==> src/rtl/cache_pkg.sv <==
// Shared FSM encoding and the one-hot word-select helper for the cache fill arbiter.
package cache_pkg;

  typedef enum logic [1:0] {
    IDLE  = 2'd0,
    ISSUE = 2'd1,
    DRAIN = 2'd2,
    TAGWR = 2'd3
  } fillState_e;

  // Wide enough for the largest block (16 words); callers truncate to BLK_WORDS.
  localparam int ONEHOT_W     = 16;
  localparam int ONEHOT_IDX_W = 5;

  function automatic logic [ONEHOT_W-1:0] onehot(input logic [ONEHOT_IDX_W-1:0] idx);
    return ONEHOT_W'(1) << idx;
  endfunction

endpackage

==> src/rtl/cache_fill_arbiter_if.sv <==
// Memory-side bus of the fill arbiter: one request per cycle, fixed-latency read return.
interface cache_fill_arbiter_if #(
  parameter int ADDR_W = 16,
  parameter int DATA_W = 16
);

  logic              mem_en;
  logic              mem_wr;
  logic [ADDR_W-1:0] mem_addr;
  logic [DATA_W-1:0] mem_wdata;
  logic [DATA_W-1:0] mem_rdata;
  logic              mem_rvalid;

  modport master (
    output mem_en, mem_wr, mem_addr, mem_wdata,
    input  mem_rdata, mem_rvalid
  );

  modport slave (
    input  mem_en, mem_wr, mem_addr, mem_wdata,
    output mem_rdata, mem_rvalid
  );

endinterface

==> src/rtl/rr_arbiter.sv <==
// Combinational round-robin pick: search starts at the channel after the last grant.
module rr_arbiter #(
  parameter  int NUM_CH = 2,
  localparam int IDX_W  = (NUM_CH > 1) ? $clog2(NUM_CH) : 1
) (
  input  logic [NUM_CH-1:0] req_i,
  input  logic [IDX_W-1:0]  lastGnt_i,
  output logic              gntValid_o,
  output logic [IDX_W-1:0]  gntIdx_o
);

  logic [IDX_W-1:0] cand;

  always_comb begin
    gntValid_o = 1'b0;
    gntIdx_o   = '0;
    cand       = '0;
    for (int k = 1; k <= NUM_CH; k++) begin
      cand = IDX_W'((int'(lastGnt_i) + k) % NUM_CH);
      if (!gntValid_o && req_i[cand]) begin
        gntValid_o = 1'b1;
        gntIdx_o   = cand;
      end
    end
  end

endmodule

==> src/rtl/cache_fill_arbiter.sv <==
// Shares one pipelined memory port between write-throughs and round-robin cache block fills.
module cache_fill_arbiter
  import cache_pkg::*;
#(
  parameter int NUM_CH    = 2,
  parameter int ADDR_W    = 16,
  parameter int DATA_W    = 16,
  parameter int BLK_WORDS = 8
) (
  input  logic                     clk,
  input  logic                     rst,
  input  logic [NUM_CH-1:0]        miss_req,
  input  logic [NUM_CH*ADDR_W-1:0] miss_addr,
  input  logic                     wr_req,
  input  logic [ADDR_W-1:0]        wr_addr,
  input  logic [DATA_W-1:0]        wr_data,
  output logic                     wr_ack,
  output logic [NUM_CH-1:0]        fill_data_we,
  output logic [NUM_CH-1:0]        fill_tag_we,
  output logic [BLK_WORDS-1:0]     fill_word_sel,
  output logic [DATA_W-1:0]        fill_data,
  output logic [NUM_CH-1:0]        busy,
  output logic [NUM_CH-1:0]        stall,
  cache_fill_arbiter_if.master     mem_bus
);

  localparam int OFF_W = $clog2(BLK_WORDS);
  localparam int CNT_W = OFF_W + 1;
  localparam int IDX_W = (NUM_CH > 1) ? $clog2(NUM_CH) : 1;
  localparam logic [CNT_W-1:0]  LAST_WORD = CNT_W'(BLK_WORDS - 1);
  localparam logic [ADDR_W-1:0] BLK_MASK  = ADDR_W'(2 * BLK_WORDS - 1);

  fillState_e        state_q, state_d;
  logic [CNT_W-1:0]  issueCnt_q, issueCnt_d;
  logic [CNT_W-1:0]  recvCnt_q, recvCnt_d;
  logic [IDX_W-1:0]  grant_q, grant_d;
  logic [ADDR_W-1:0] base_q, base_d;

  logic              arbValid;
  logic [IDX_W-1:0]  arbIdx;
  logic [ADDR_W-1:0] missAddrSel;
  logic              idleGrant;
  logic              rdAccept;

  // grant_q doubles as the round-robin pointer: the next search starts after it.
  rr_arbiter #(.NUM_CH(NUM_CH)) u_rr (
    .req_i      (miss_req),
    .lastGnt_i  (grant_q),
    .gntValid_o (arbValid),
    .gntIdx_o   (arbIdx)
  );

  assign missAddrSel = miss_addr[arbIdx*ADDR_W +: ADDR_W];
  assign idleGrant   = (state_q == IDLE) && !wr_req && arbValid;
  assign rdAccept    = ((state_q == ISSUE) || (state_q == DRAIN)) && mem_bus.mem_rvalid
                       && (recvCnt_q <= LAST_WORD);

  always_comb begin
    state_d    = state_q;
    issueCnt_d = issueCnt_q;
    recvCnt_d  = recvCnt_q;
    grant_d    = grant_q;
    base_d     = base_q;
    unique case (state_q)
      IDLE: begin
        if (idleGrant) begin
          state_d    = ISSUE;
          grant_d    = arbIdx;
          base_d     = missAddrSel & ~BLK_MASK;
          issueCnt_d = '0;
          recvCnt_d  = '0;
        end
      end
      ISSUE: begin
        issueCnt_d = issueCnt_q + 1'b1;
        if (issueCnt_q == LAST_WORD) state_d = DRAIN;
      end
      DRAIN: ;
      TAGWR:   state_d = IDLE;
      default: state_d = IDLE;
    endcase
    // Returns can overlap the issue phase when memory latency is shorter than the block.
    if (rdAccept) begin
      recvCnt_d = recvCnt_q + 1'b1;
      if (recvCnt_q == LAST_WORD) state_d = TAGWR;
    end
  end

  always_ff @(posedge clk or negedge rst) begin
    if (!rst) begin
      state_q    <= IDLE;
      issueCnt_q <= '0;
      recvCnt_q  <= '0;
      grant_q    <= IDX_W'(NUM_CH - 1);
      base_q     <= '0;
    end else begin
      state_q    <= state_d;
      issueCnt_q <= issueCnt_d;
      recvCnt_q  <= recvCnt_d;
      grant_q    <= grant_d;
      base_q     <= base_d;
    end
  end

  // Outputs are forced low while reset is held, independent of the request inputs.
  always_comb begin
    wr_ack            = 1'b0;
    mem_bus.mem_en    = 1'b0;
    mem_bus.mem_wr    = 1'b0;
    mem_bus.mem_addr  = '0;
    mem_bus.mem_wdata = '0;
    fill_data_we      = '0;
    fill_tag_we       = '0;
    fill_word_sel     = '0;
    fill_data         = '0;
    busy              = '0;
    stall             = '0;
    if (rst) begin
      if ((state_q == IDLE) && wr_req) begin
        wr_ack            = 1'b1;
        mem_bus.mem_en    = 1'b1;
        mem_bus.mem_wr    = 1'b1;
        mem_bus.mem_addr  = wr_addr;
        mem_bus.mem_wdata = wr_data;
      end
      if (state_q == ISSUE) begin
        mem_bus.mem_en   = 1'b1;
        mem_bus.mem_addr = base_q + ADDR_W'({issueCnt_q, 1'b0});
      end
      if (state_q == TAGWR) fill_tag_we[grant_q] = 1'b1;
      if (rdAccept) begin
        fill_data_we[grant_q] = 1'b1;
        fill_word_sel         = BLK_WORDS'(onehot(ONEHOT_IDX_W'(recvCnt_q)));
        fill_data             = mem_bus.mem_rdata;
      end
      if (state_q != IDLE) busy[grant_q] = 1'b1;
      for (int i = 0; i < NUM_CH; i++) begin
        stall[i] = busy[i] | (miss_req[i] & ~(idleGrant && (arbIdx == IDX_W'(i))));
      end
    end
  end

endmodule

==> src/flat_wrapper.sv <==
// flat-port wrapper written by rule: the top's interface ports become plain ports
module cache_fill_arbiter_flat import cache_pkg::*;
#(
  parameter int NUM_CH    = 2,
  parameter int ADDR_W    = 16,
  parameter int DATA_W    = 16,
  parameter int BLK_WORDS = 8
)
  (clk, rst, miss_req, miss_addr, wr_req, wr_addr, wr_data, wr_ack, fill_data_we, fill_tag_we, fill_word_sel, fill_data, busy, stall, mem_bus_mem_en, mem_bus_mem_wr, mem_bus_mem_addr, mem_bus_mem_wdata, mem_bus_mem_rdata, mem_bus_mem_rvalid);
  cache_fill_arbiter_if #(.ADDR_W(ADDR_W), .DATA_W(DATA_W)) mem_bus_i ();
  input  logic clk;
  input  logic rst;
  input  logic [NUM_CH-1:0] miss_req;
  input  logic [NUM_CH*ADDR_W-1:0] miss_addr;
  input  logic wr_req;
  input  logic [ADDR_W-1:0] wr_addr;
  input  logic [DATA_W-1:0] wr_data;
  output logic wr_ack;
  output logic [NUM_CH-1:0] fill_data_we;
  output logic [NUM_CH-1:0] fill_tag_we;
  output logic [BLK_WORDS-1:0] fill_word_sel;
  output logic [DATA_W-1:0] fill_data;
  output logic [NUM_CH-1:0] busy;
  output logic [NUM_CH-1:0] stall;
  output wire logic [$bits(mem_bus_i.mem_en)-1:0] mem_bus_mem_en;
  output wire logic [$bits(mem_bus_i.mem_wr)-1:0] mem_bus_mem_wr;
  output wire logic [$bits(mem_bus_i.mem_addr)-1:0] mem_bus_mem_addr;
  output wire logic [$bits(mem_bus_i.mem_wdata)-1:0] mem_bus_mem_wdata;
  input wire logic [$bits(mem_bus_i.mem_rdata)-1:0] mem_bus_mem_rdata;
  input wire logic [$bits(mem_bus_i.mem_rvalid)-1:0] mem_bus_mem_rvalid;
  assign mem_bus_mem_en = mem_bus_i.mem_en;
  assign mem_bus_mem_wr = mem_bus_i.mem_wr;
  assign mem_bus_mem_addr = mem_bus_i.mem_addr;
  assign mem_bus_mem_wdata = mem_bus_i.mem_wdata;
  assign mem_bus_i.mem_rdata = mem_bus_mem_rdata;
  assign mem_bus_i.mem_rvalid = mem_bus_mem_rvalid;
  cache_fill_arbiter #(.NUM_CH(NUM_CH), .ADDR_W(ADDR_W), .DATA_W(DATA_W), .BLK_WORDS(BLK_WORDS)) u_core (.clk(clk), .rst(rst), .miss_req(miss_req), .miss_addr(miss_addr), .wr_req(wr_req), .wr_addr(wr_addr), .wr_data(wr_data), .wr_ack(wr_ack), .fill_data_we(fill_data_we), .fill_tag_we(fill_tag_we), .fill_word_sel(fill_word_sel), .fill_data(fill_data), .busy(busy), .stall(stall), .mem_bus(mem_bus_i));
endmodule
==> config.mk <==
export PLATFORM = sky130hd
export DESIGN_NAME = cache_fill_arbiter_flat
export DESIGN_NICKNAME = d
export VERILOG_FILES = /design/src/rtl/cache_pkg.sv /design/src/rtl/cache_fill_arbiter_if.sv /design/src/rtl/rr_arbiter.sv /design/src/rtl/cache_fill_arbiter.sv /design/src/flat_wrapper.sv
export SDC_FILE = /design/constraint.sdc
export NUM_CORES = 1
export LEC_CHECK = 0
export ABC_AREA = 1
export CAP_MARGIN = 0
export CORE_MARGIN = 2
export CORE_UTILIZATION = 30
export CTS_BUF_LIST = sky130_fd_sc_hd__clkbuf_16
export CTS_CLUSTER_SIZE = 10
export DETAILED_ROUTE_END_ITERATION = 16
export DONT_BUFFER_PORTS = 1
export SLEW_MARGIN = 20
export SYNTH_ARGS = -nofsm -noshare
export SYNTH_HDL_FRONTEND = slang
export SYNTH_SLANG_ARGS = --single-unit
==> constraint.sdc <==
create_clock -name clk -period 3.2 [get_ports clk]
set_clock_uncertainty 0.2 [all_clocks]
set_input_delay 0.64 -clock clk [delete_from_list [all_inputs] [get_ports clk]]
set_output_delay 0.64 -clock clk [all_outputs]
set_load 0.02 [all_outputs]
-- Word level (Yosys, flattened, before mapping)
Index checks and enable logic that the tools add are counted.
- shift-type cells: 2
- muxes and demuxes: 40
- equality and inequality tests: 6
- bitwise logic cells: 7
- reductions and logical operators: 20
- add/sub/neg operators: 5
- order comparisons: 5
- operators by type and width (operator ; number):
    16-bit 2-to-1 mux ; 7
    32-bit by 6-bit variable part select with 16-bit output ; 1
    2-bit 2-to-1 mux ; 12
    16-bit by 5-bit adder with 16-bit output ; 1
    8-bit 2-to-1 mux ; 2
    1-bit 2-to-1 mux ; 13
    4-bit 2-to-1 mux ; 3
    1-bit logical AND ; 9
    4-bit by 1-bit adder with 4-bit output, second input constant ; 2
    4-bit by 3-bit equality test with 1-bit output, second input constant ; 2
    4-bit case mux with 2 select lines ; 1
    2-bit nonzero test ; 4
    1-bit by 4-bit left shift with 8-bit output, first input constant ; 1
    1-bit by 2-bit < comparator with 1-bit output, second input constant ; 3
    2-bit case mux with 3 select lines ; 1
    2-bit AND reduction ; 3
    2-bit equality test, second input constant ; 2
    4-bit by 3-bit <= comparator with 1-bit output, second input constant ; 1
    1-bit inverter ; 3
    1-bit adder, second input constant ; 2
    1-bit AND ; 2
    2-bit by 1-bit equality test with 1-bit output, second input constant ; 1
    1-bit logical NOT ; 2
    2-bit logical NOT ; 1
    other kinds (5) ; 6
- bits in registers: 23
- word-level logic and storage cells: 90
- input bits: 86
- output and inout bits: 67

-- Depth between registers and ports, before layout
Gate-level depths: netlist of run 1.
- word-level depth: 13
- depth in mapped cells: 10
- mapped depth without buffers: 9

-- Hierarchy
A second synthesis of run 1 with hierarchy kept.
- cells, all modules: 347
- area, all modules: 2142.1 um^2
- by module, submodules not included (module ; cells each ; seq. area each (um^2) ; times used ; area an instance (um^2)):
    cache_fill_arbiter ; 344 ; 576.8 ; 1 ; 2127.0
    rr_arbiter ; 3 ; 0.0 ; 1 ; 15.0

-- Least setup slack after synthesis of run 1
OpenSTA, ideal clock, no wires.
- path kind: register to output
- start: reg u_core.state_q[1]
- end: out mem_bus_mem_addr[5]
- stages on the path, launching flop included: 8
- buffers on the path: 1
- data required time: 2360 ps
- setup slack: 430 ps
- data arrival time: 1930 ps
- cell sequence: dfrtp_1 -> inv_1 -> ha_1 -> buf_4 -> inv_2 -> nor3_4 -> nor2_4 -> nor3_1
- cells in the longest elaborated chain, start to end: 5
- elaborated cells between the ends (all ways): 6
- classes of those cells: eq/ne: 1; mux: 3; reduce/logical: 2
- RTL lines (what ; RTL line ; source):
    start: declaration ; cache_fill_arbiter.sv:33 ; fillState_e state_q, state_d;
    start signal: assignment ; cache_fill_arbiter.sv:97 ; state_q <= state_d;
    2-bit logical NOT ; cache_fill_arbiter.sv:119 ; if ((state_q == IDLE) && wr_req) begin
    1-bit logical AND ; cache_fill_arbiter.sv:119 ;
    16-bit 2-to-1 mux ; cache_fill_arbiter.sv:119 ;
    16-bit 2-to-1 mux (*) ; cache_fill_arbiter.sv:126 ; if (state_q == ISSUE) begin
    16-bit 2-to-1 mux (*) ; cache_fill_arbiter.sv:118 ; if (rst) begin
    end: declaration ; flat_wrapper.sv:27 ; output wire logic [$bits(mem_bus_i.mem_addr)-1:0] mem_bus_mem_addr;
Every way passes the cells marked *; elsewhere a longest branch is shown, timed or not.

-- Worst setup path in the final report of run 1
- start: reg u_core.state_q[1]
- end: out mem_bus_mem_addr[7]
Same word-level chain as after synthesis.

==> results.yml, run 1 <==
detailed_routing:
  drt_iter0_drc: 52
  drt-total-wl_um: 6220
  via_count: 2231
  drc_errors: 0
  maxUsedRoutingLayer: "met4"
  drt-met1-wl_um: 2759
  wire_per_inst_um: 13.09
  first_pass_iters: 4
  ant_nets: 0
  avgViaCountPerCell: 4.697
  wl_met3_um: 609
  wl_met2_um: 2750
setup_path:
  crit_fanout: 10
  setup.worst_path.class: "register to output pin"
  endpoint_kind: "output pin"
  worstPathRequired_ps: 2360
  r2r_slack_ps: 1030
  cp-start-kind: "register"
  worst-endpoint-arrival_ps: 2080
synthesis:
  synth_top_cell_by_area: "dfrtp_1"
  synth_top_area_share_pct: 25.81
  synth_edf_count: 0
  async_reset_ff_share_pct: 100.0
  ys.flop_type: "dfrtp_1"
  postSynthCellCount: 349
  syn-num-nets: 448
  syn-mean-instance-area_um2: 6.113
  synthTopCellsByArea: "dfrtp_1 26%, nand2_1 14%, inv_1 13%, nor2_1 11%, ha_1 7.6%"
  synth_area_um2: 2133
  yosysSeqAreaShare_pct: 27.04
  synth_warnings: 0
  ys_ff_latch: 23
  synth_cell_types: 33
floorplanning:
  ios: 153
  initial_utilization_pct: 31.23
  rows: 30
  die_area_um2: 7801
  fp.dieH_um: 88.33
  coreArea_um2: 6832
  dieWidth_um: 88.33
sta:
  finalHoldViolCount: 0
  tns_ps: 0
  slew_headroom_pct: 55.36
  rsz0062_at_grt: "no"
  fmax_ghz: 0.3421
  period_share_pct: 91.35
  max_slew.worst_pin.slew_ps: 662.5
  min_period_ps: 2923
  whs_ps: 19.58
  final_max_slew_viol_count: 0
  setup_viol: 0
final_layout:
  area_delta_synth_final_pct: 19.35
  drive_gt1_share_pct: 14.25
  final_cell_mix: "79 x nand2_1, 74 x inv_1, 64 x nor2_1, 35 x buf_4, 27 x nand3_1"
  layout_commonest_cell: "nand2_1"
  n_antenna_cell: 0
  fin_cells: 475
  final_net_count: 479
clock_tree:
  clock-sinks: 23
  clkSlewWorstSetupHoldPaths_ps: 60
  root_buffer: "clkbuf_16"
  htreeDepth: 1
  clock_latency_ps: 260
  numCtsBuffers: 3
  clock_path_buffers: 2
  post_cts_buffers: 0
  cts_tree: "built"
global_route:
  antenna_found_initial: 0
  grt_pass1_vias: 1992
  grt_usage_pct: 15.60
  grt_overflow: 0
  grt_max_degree: 27
  grt_pass1_wl_um: 9404
placement:
  place_hpwl_um: 5136
  gp_congestion: 0.8829
  dp.cells: 470
  io_buffers: 0
power_and_ir_drop:
  power_density_nw_per_um2: 744.2
  ir_worst_vdd_v: 0.0002911
  leakage_nw: 1.394
  power_w: 0.001895
worst_hold_path:
  hold_class: "primary input to asynchronous set/reset pin"
status:
  status: "finished, final reports clean"
run:
  maxCapViolations: 0
layer usage:
metal	track usage, %	up-vias
li1	-	1131
met1	19.82	954
met2	27.34	137
met3	2.239	9
met4	4.821	0
met5	0	-
cell type report:
class                      instances  area [µm²]
fill                             760        4285
multi-input combinational        238        1206
sequential                        23       576.8
inverter                          78       295.3
timing repair buffer              36       267.8
tap                               96       120.1
clock buffer                       3       75.07
clock inverter                     1       5.005
state kept, by name, summed over array words and instances, names as in the netlist:
register,flops
u_core.grant_q,1
u_core.base_q,12
u_core.recvCnt_q,4
u_core.state_q,2
u_core.issueCnt_q,4
cells by family (layout without fill, tap and decap cells):
family	after synthesis	after routing	synth area share, %
AOI/OAI and AO/OA	33	33	10.26
xor gates and xnor gates	2	2	0.8213
adders and majority gates	13	13	7.625
buffers and inverters	88	118	16.54
DFF	23	23	27.04
and+or+nand+nor	190	190	37.71
what timing repair did:
action | 4_1_cts | 5_1_grt
hold buffers | 1 | 0
gates resized for setup | 0 | 1
endpoints found under the setup margin | 0 | 26
endpoints found under the hold margin | 22 | 0
Yosys cell counts, types with 2 or more instances:
cell / instances
o22ai_1: 3
a21oi_1: 6
inv_1: 74
nor2_1: 64
inv_2: 2
nor3_1: 8
dfrtp_1: 22
nand4_1: 6
nand3_1: 27
o21ai_0: 11
o211ai_1: 7
ha_1: 13
buf_4: 3
nand2_1: 80
a31o_2: 2
clkbuf_1: 4
path summary, 6_finish.rpt:
path / startpoint / end / depth (start not counted)
setup / recovery: u_core.state_q[1] / mem_bus_mem_addr[7] / 7
hold / removal: rst / u_core.grant_q / 0
setup reg to reg: u_core.state_q[1] / u_core.base_q[7] / 9
hold reg to reg: u_core.grant_q / u_core.grant_q / 2
max in group asynchronous: rst / u_core.issueCnt_q[3] / 1
min in group clk: miss_addr[4] / u_core.base_q[4] / 2
critical path, stage by stage (launching register included):
cell	delay [ps]
dfrtp_1	420
inv_1	110
ha_1	250
inv_2	70
nor3_4	480
nor2_4	140
nor3_2	190
buf_4	150
report_power, final:
group,switching (W),total (W),internal [W]
Combinational,0.000728,0.00108,0.000352
Clock,0.000106,0.000275,0.000168
Sequential,0.000128,0.000540,0.000412
metrics by stage:
| stage | area, µm² | setup slack, ps | util, % |
|---|---|---|---|
| floorplan | 2133 | 429.9 | - |
| finish | 2546 | 276.8 | 37.27 |
| CTS | 2549 | 106.9 | 37.31 |
| global route | 2546 | 112.5 | 37.27 |
| global placement | 2459 | 424.5 | 35.99 |
| detailed placement | 2459 | 386.7 | 35.99 |
Power figures use the tool's default switching activity.
==> run 2: changes to the inputs <==
--- a/config.mk
+++ b/config.mk
@@ -13,6 +13,7 @@
 export CTS_CLUSTER_SIZE = 10
 export DETAILED_ROUTE_END_ITERATION = 16
 export DONT_BUFFER_PORTS = 1
+export REMOVE_ABC_BUFFERS = 1
 export SLEW_MARGIN = 20
 export SYNTH_ARGS = -nofsm -noshare
 export SYNTH_HDL_FRONTEND = slang
==> run 2 against run 1 <==
Cell count shrank 0.21%. Critical path depth increased by 1. Sequential power barely moved. Power fell by 0.59%. Core utilization increased by 0.15 points. Final area is 0.39% higher. Worst hold slack improved by 1.9 ps. First-iteration DRC count increased by 38%. Non-clock buffer count down 1. Count of clock-buffer cells in the layout unchanged. Critical path type unchanged. Largest power group unchanged.
==> results.yml, run 2 (synthesis results as in run 1) <==
setup_path:
  setup.worst_path.class: "register to output pin"
  worst-endpoint-arrival_ps: 2170
  worstPathCellList: "inv_1 > ha_1 > inv_2 > nor3_4 > buf_4 > nor2_4 > nor3_2 > buf_4"
  cp_common_cell: "buf_4"
  crit_fanout: 11
  endpoint_kind: "output pin"
  slowest_stage: "dfrtp_1"
  slowest_delay_ps: 410
  worstPathRequired_ps: 2360
  cp_top_family: "buffers and inverters"
  cp-start-kind: "register"
  cp_num_buf_inv: 4
final_layout:
  top_regs: "u_core.base_q x12, u_core.issueCnt_q x4, u_core.recvCnt_q x4"
  final_net_count: 478
  area_delta_synth_final_pct: 19.82
  layout_commonest_cell: "nand2_1"
  design_area_um2: 2556
  largest_register_ffs: 12
  regMostFlops: "u_core.base_q"
  n_antenna_cell: 0
  n_fill_cell: 761
  drive_gt1_share_pct: 13.76
  final_cell_mix: "79 x nand2_1, 74 x inv_1, 64 x nor2_1, 33 x buf_4, 27 x nand3_1"
detailed_routing:
  ant_nets: 0
  avgViaCountPerCell: 4.667
  first_pass_iters: 4
  drc_errors: 0
  drt-total-wl_um: 6336
  via_count: 2212
  drt_iter0_drc: 72
  wire_per_inst_um: 13.37
placement:
  io_buffers: 0
  gp_congestion: 0.9085
  place_hpwl_um: 5119
  dpl_cell_area_um2: 2444
clock_tree:
  numCtsBuffers: 3
  clkSlewWorstSetupHoldPaths_ps: 60
  htreeDepth: 1
  root_buffer: "clkbuf_16"
  clock_latency_ps: 260
  cts_tree: "built"
  clock-sinks: 23
  clock_path_buffers: 2
  post_cts_buffers: 0
global_route:
  antenna_found_initial: 0
  grt_max_degree: 27
  grt_pass1_vias: 1972
  grt_overflow: 0
  grt_usage_pct: 16.02
  grt_pass1_wl_um: 9708
run:
  maxCapViolations: 0
sta:
  setup_viol: 0
  fmax_ghz: 0.3324
  tns_ps: 0
  max_slew.worst_pin.slew_ps: 663.0
  min_period_ps: 3008
  slew_headroom_pct: 55.33
  rsz0062_at_grt: "no"
  finalHoldViolCount: 0
  period_share_pct: 94.01
  final_max_slew_viol_count: 0
floorplanning:
  rows: 30
  dieWidth_um: 88.33
  initial_utilization_pct: 31.23
  fp.dieH_um: 88.33
  die_area_um2: 7801
  ios: 153
  coreArea_um2: 6832
power_and_ir_drop:
  power_density_nw_per_um2: 737.0
  leakage_nw: 1.393
  ir_worst_vdd_v: 0.0002183
status:
  status: "finished, final reports clean"
worst_hold_path:
  hold_class: "primary input to asynchronous set/reset pin"
run 2: cell type report:
| cell class | instances | area [µm²] | area share (%) |
|---|---|---|---|
| clock buffers | 3 | 75.07 | 2.937 |
| clock inverters | 1 | 5.005 | 0.1958 |
| inverters | 78 | 295.3 | 11.55 |
| multi-input cells | 238 | 1206 | 47.19 |
| flip-flops and latches | 23 | 576.8 | 22.56 |
| well taps | 96 | 120.1 | 4.699 |
| repair buffers | 35 | 277.8 | 10.87 |
run 2: final timing paths:
kind	start	end	slack, ps	cells past startpoint
min in group clk	miss_addr[9]	u_core.base_q[9]	300	2
max reg2reg	u_core.state_q[1]	u_core.issueCnt_q[2]	950	8
max in group asynchronous	rst	u_core.issueCnt_q[1]	2050	2
min	rst	u_core.grant_q	20	0
max	u_core.state_q[1]	mem_bus_mem_addr[7]	190	8
min reg2reg	u_core.base_q[4]	u_core.base_q[4]	340	2
run 2: metrics by stage:
step	worst slack [ps]	power [W]	cells	util [%]	hold WS [ps]
floorplan	250.5	0.001303	339	-	144.4
finish	191.6	0.001884	474	37.42	21.47
detailed placement	414.3	0.001619	468	35.77	145.7
CTS	129.7	0.001914	474	37.38	11.32
global route	16.45	0.002072	474	37.42	7.762
global placement	455.8	0.001601	468	35.77	145.4
run 2: repair_timing:
item,CTS,global route
gates resized for setup,0,1
endpoints found under the hold margin,22,0
hold buffers,2,0
endpoints found under the setup margin,0,26
run 2: where the power goes:
group	leakage [nW]	switching (W)	internal (W)
Combinational	1.06	0.000730	0.000342
Clock	0.0409	0.000105	0.000168
Sequential	0.291	0.000126	0.000412
run 2: layer usage:
metal / wire length [µm] / global-route usage [%] / vias up / part of all wire (%)
li1: - / - / 1128 / -
met1: 2624 / 20.03 / 1018 / 41
met2: 3192 / 28.02 / 60 / 50
met3: 465 / 4.011 / 6 / 7.3
met4: 53 / 3.306 / 0 / 0.84
met5: 0 / 0 / - / 0
==> run 3: changes to the inputs <==
--- a/config.mk
+++ b/config.mk
@@ -14,6 +14,7 @@
 export DETAILED_ROUTE_END_ITERATION = 16
 export DONT_BUFFER_PORTS = 1
 export REMOVE_ABC_BUFFERS = 1
+export SKIP_LAST_GASP = 1
 export SLEW_MARGIN = 20
 export SYNTH_ARGS = -nofsm -noshare
 export SYNTH_HDL_FRONTEND = slang
==> constraint.sdc (replaced) <==
create_clock -name clk -period 3 [get_ports clk]
set_clock_uncertainty 0.2 [all_clocks]
set_input_delay 0.6 -clock clk [delete_from_list [all_inputs] [get_ports clk]]
set_output_delay 0.6 -clock clk [all_outputs]
set_load 0.02 [all_outputs]
==> run 3 against run 2 <==
Global-route usage is 0.49 points higher. Count of clock-buffer cells in the layout stayed put. Non-clock buffer count is 28 higher. Die area stayed put. Core utilization is 3.1 points higher. Sequential cell count stayed put. Final area is 8.2% higher. Critical path depth stayed put. Power is 11% higher. Combinational power is 15% higher. Sequential share of layout area is 1.7 points lower. Largest power group unchanged. Highest routed layer unchanged.
==> results.yml, run 3 (synthesis results as in run 1) <==
setup_path:
  endpoint_kind: "output pin"
  worst-endpoint-arrival_ps: 2000
  crit_fanout: 18
  r2r_start: "u_core.state_q[0]"
  setup.worst_path.class: "register to output pin"
  r2r_end: "u_core.base_q[8]"
  rr_worst_depth: 9
  worstPathRequired_ps: 2200
  r2r_slack_ps: 820
  cp-start-kind: "register"
clock_tree:
  numCtsBuffers: 3
  clock_path_buffers: 2
  clkSlewWorstSetupHoldPaths_ps: 60
  htreeDepth: 1
  root_buffer: "clkbuf_16"
  clock-sinks: 23
  clock_latency_ps: 260
  post_cts_buffers: 0
  cts_tree: "built"
detailed_routing:
  first_pass_iters: 4
  ant_nets: 0
  drt_iter0_drc: 81
  drt-total-wl_um: 6658
  via_count: 2344
  avgViaCountPerCell: 4.669
  drc_errors: 0
  wire_per_inst_um: 13.26
worst_hold_path:
  hold_class: "primary input to register"
  min_to: "u_core.base_q[4]"
  worstHoldPathCells: 2
  hold_start: "miss_addr[4]"
global_route:
  antenna_found_initial: 0
  grt_pass1_vias: 2169
  grt_pass1_wl_um: 10320
  grt_usage_pct: 16.51
  grt_overflow: 0
  grt_max_degree: 24
sta:
  finalHoldViolCount: 0
  max_slew.worst_pin.slew_ps: 541.9
  slew_headroom_pct: 63.75
  tns_ps: 0
  setup_viol: 0
  setup_ws_ps: 199.5
  final_max_slew_viol_count: 0
  min_period_ps: 2800
  rsz0062_at_grt: "no"
  fmax_ghz: 0.3571
  period_share_pct: 93.35
placement:
  dpl_cell_area_um2: 2654
  gp_congestion: 0.9080
  io_buffers: 0
  pre_cts_slack_ps: 396.6
  place_hpwl_um: 5340
  dp.cells: 496
floorplanning:
  initial_utilization_pct: 31.23
  ios: 153
  coreArea_um2: 6832
  dieWidth_um: 88.33
  rows: 30
  die_area_um2: 7801
  fp.dieH_um: 88.33
final_layout:
  regMostFlops: "u_core.base_q"
  layout_commonest_cell: "nand2_1"
  top_regs: "u_core.base_q x12, u_core.issueCnt_q x4, u_core.recvCnt_q x4"
  final_net_count: 506
  area_delta_synth_final_pct: 29.68
  drive_gt1_share_pct: 19.70
  final_cell_mix: "79 x nand2_1, 74 x inv_1, 64 x nor2_1, 61 x buf_4, 27 x nand3_1"
  n_antenna_cell: 0
  design_area_um2: 2766
  largest_register_ffs: 12
  fin_cells: 502
run:
  maxCapViolations: 0
power_and_ir_drop:
  leakage_nw: 1.542
  ir_worst_vdd_v: 0.0002696
  power_density_nw_per_um2: 758.7
status:
  status: "finished, final reports clean"
-- run 3: changes by cell type in the layout (fill, tap and decap cells not counted), sizes merged --
| cell | delta |
|---|---|
| buf | +28 |
-- run 3: repair_timing --
action	4_1_cts	5_1_grt
hold buffers	2	0
setup endpoints to repair	0	17
hold endpoints to repair	23	0
gates resized for setup	0	1
-- run 3: how the worst max path moves through the flow --
stage | endpoint | startpoint
floorplan | mem_bus_mem_addr[5] | u_core.state_q[1]
global placement | mem_bus_mem_addr[7] | u_core.state_q[1]
detailed placement | mem_bus_mem_addr[7] | u_core.state_q[0]
CTS | mem_bus_mem_addr[7] | u_core.state_q[0]
global route | mem_bus_mem_addr[15] | u_core.state_q[0]
finish | fill_data_we[1] | u_core.state_q[0]
-- run 3: cell type report --
type / count / area (µm²)
repair buffers: 63 / 488.0
inverters: 78 / 295.3
clock inverters: 1 / 5.005
clock buffers: 3 / 75.07
flip-flops and latches: 23 / 576.8
fillers: 766 / 4065
well taps: 96 / 120.1
multi-input cells: 238 / 1206
-- run 3: through the flow --
| step | hold slack, ps | total power [W] | utilization [%] |
|---|---|---|---|
| finish | 266.6 | 0.002099 | 40.49 |
| global route | 274.1 | 0.002305 | 40.49 |
| CTS | 264.4 | 0.002123 | 40.46 |
| detailed placement | 105.6 | 0.001807 | 38.85 |
| global placement | 105.4 | 0.001784 | 38.85 |
| floorplan | 104.4 | 0.001390 | - |
-- run 3: report_power, final --
part,internal [W],switching (W)
registers,0.000440,0.000135
clock network,0.000179,0.000113
logic,0.000431,0.000800
total,0.00105,0.00105
-- run 3: routing by layer --
metal | wire, µm | up-vias | track usage (%)
met5 | 0 | - | 0
met4 | 8 | 0 | 2.066
met3 | 500 | 2 | 3.545
met2 | 3421 | 91 | 29.80
met1 | 2728 | 1062 | 20.80
li1 | - | 1189 | -
-- run 3: worst max-delay path, cell delays in order, from the launching register on --
cell,delay (ps)
dfrtp_1,390
inv_1,100
ha_1,300
nand3_1,140
inv_1,170
nand2_2,140
buf_4,220
nor2_1,120
buf_4,160
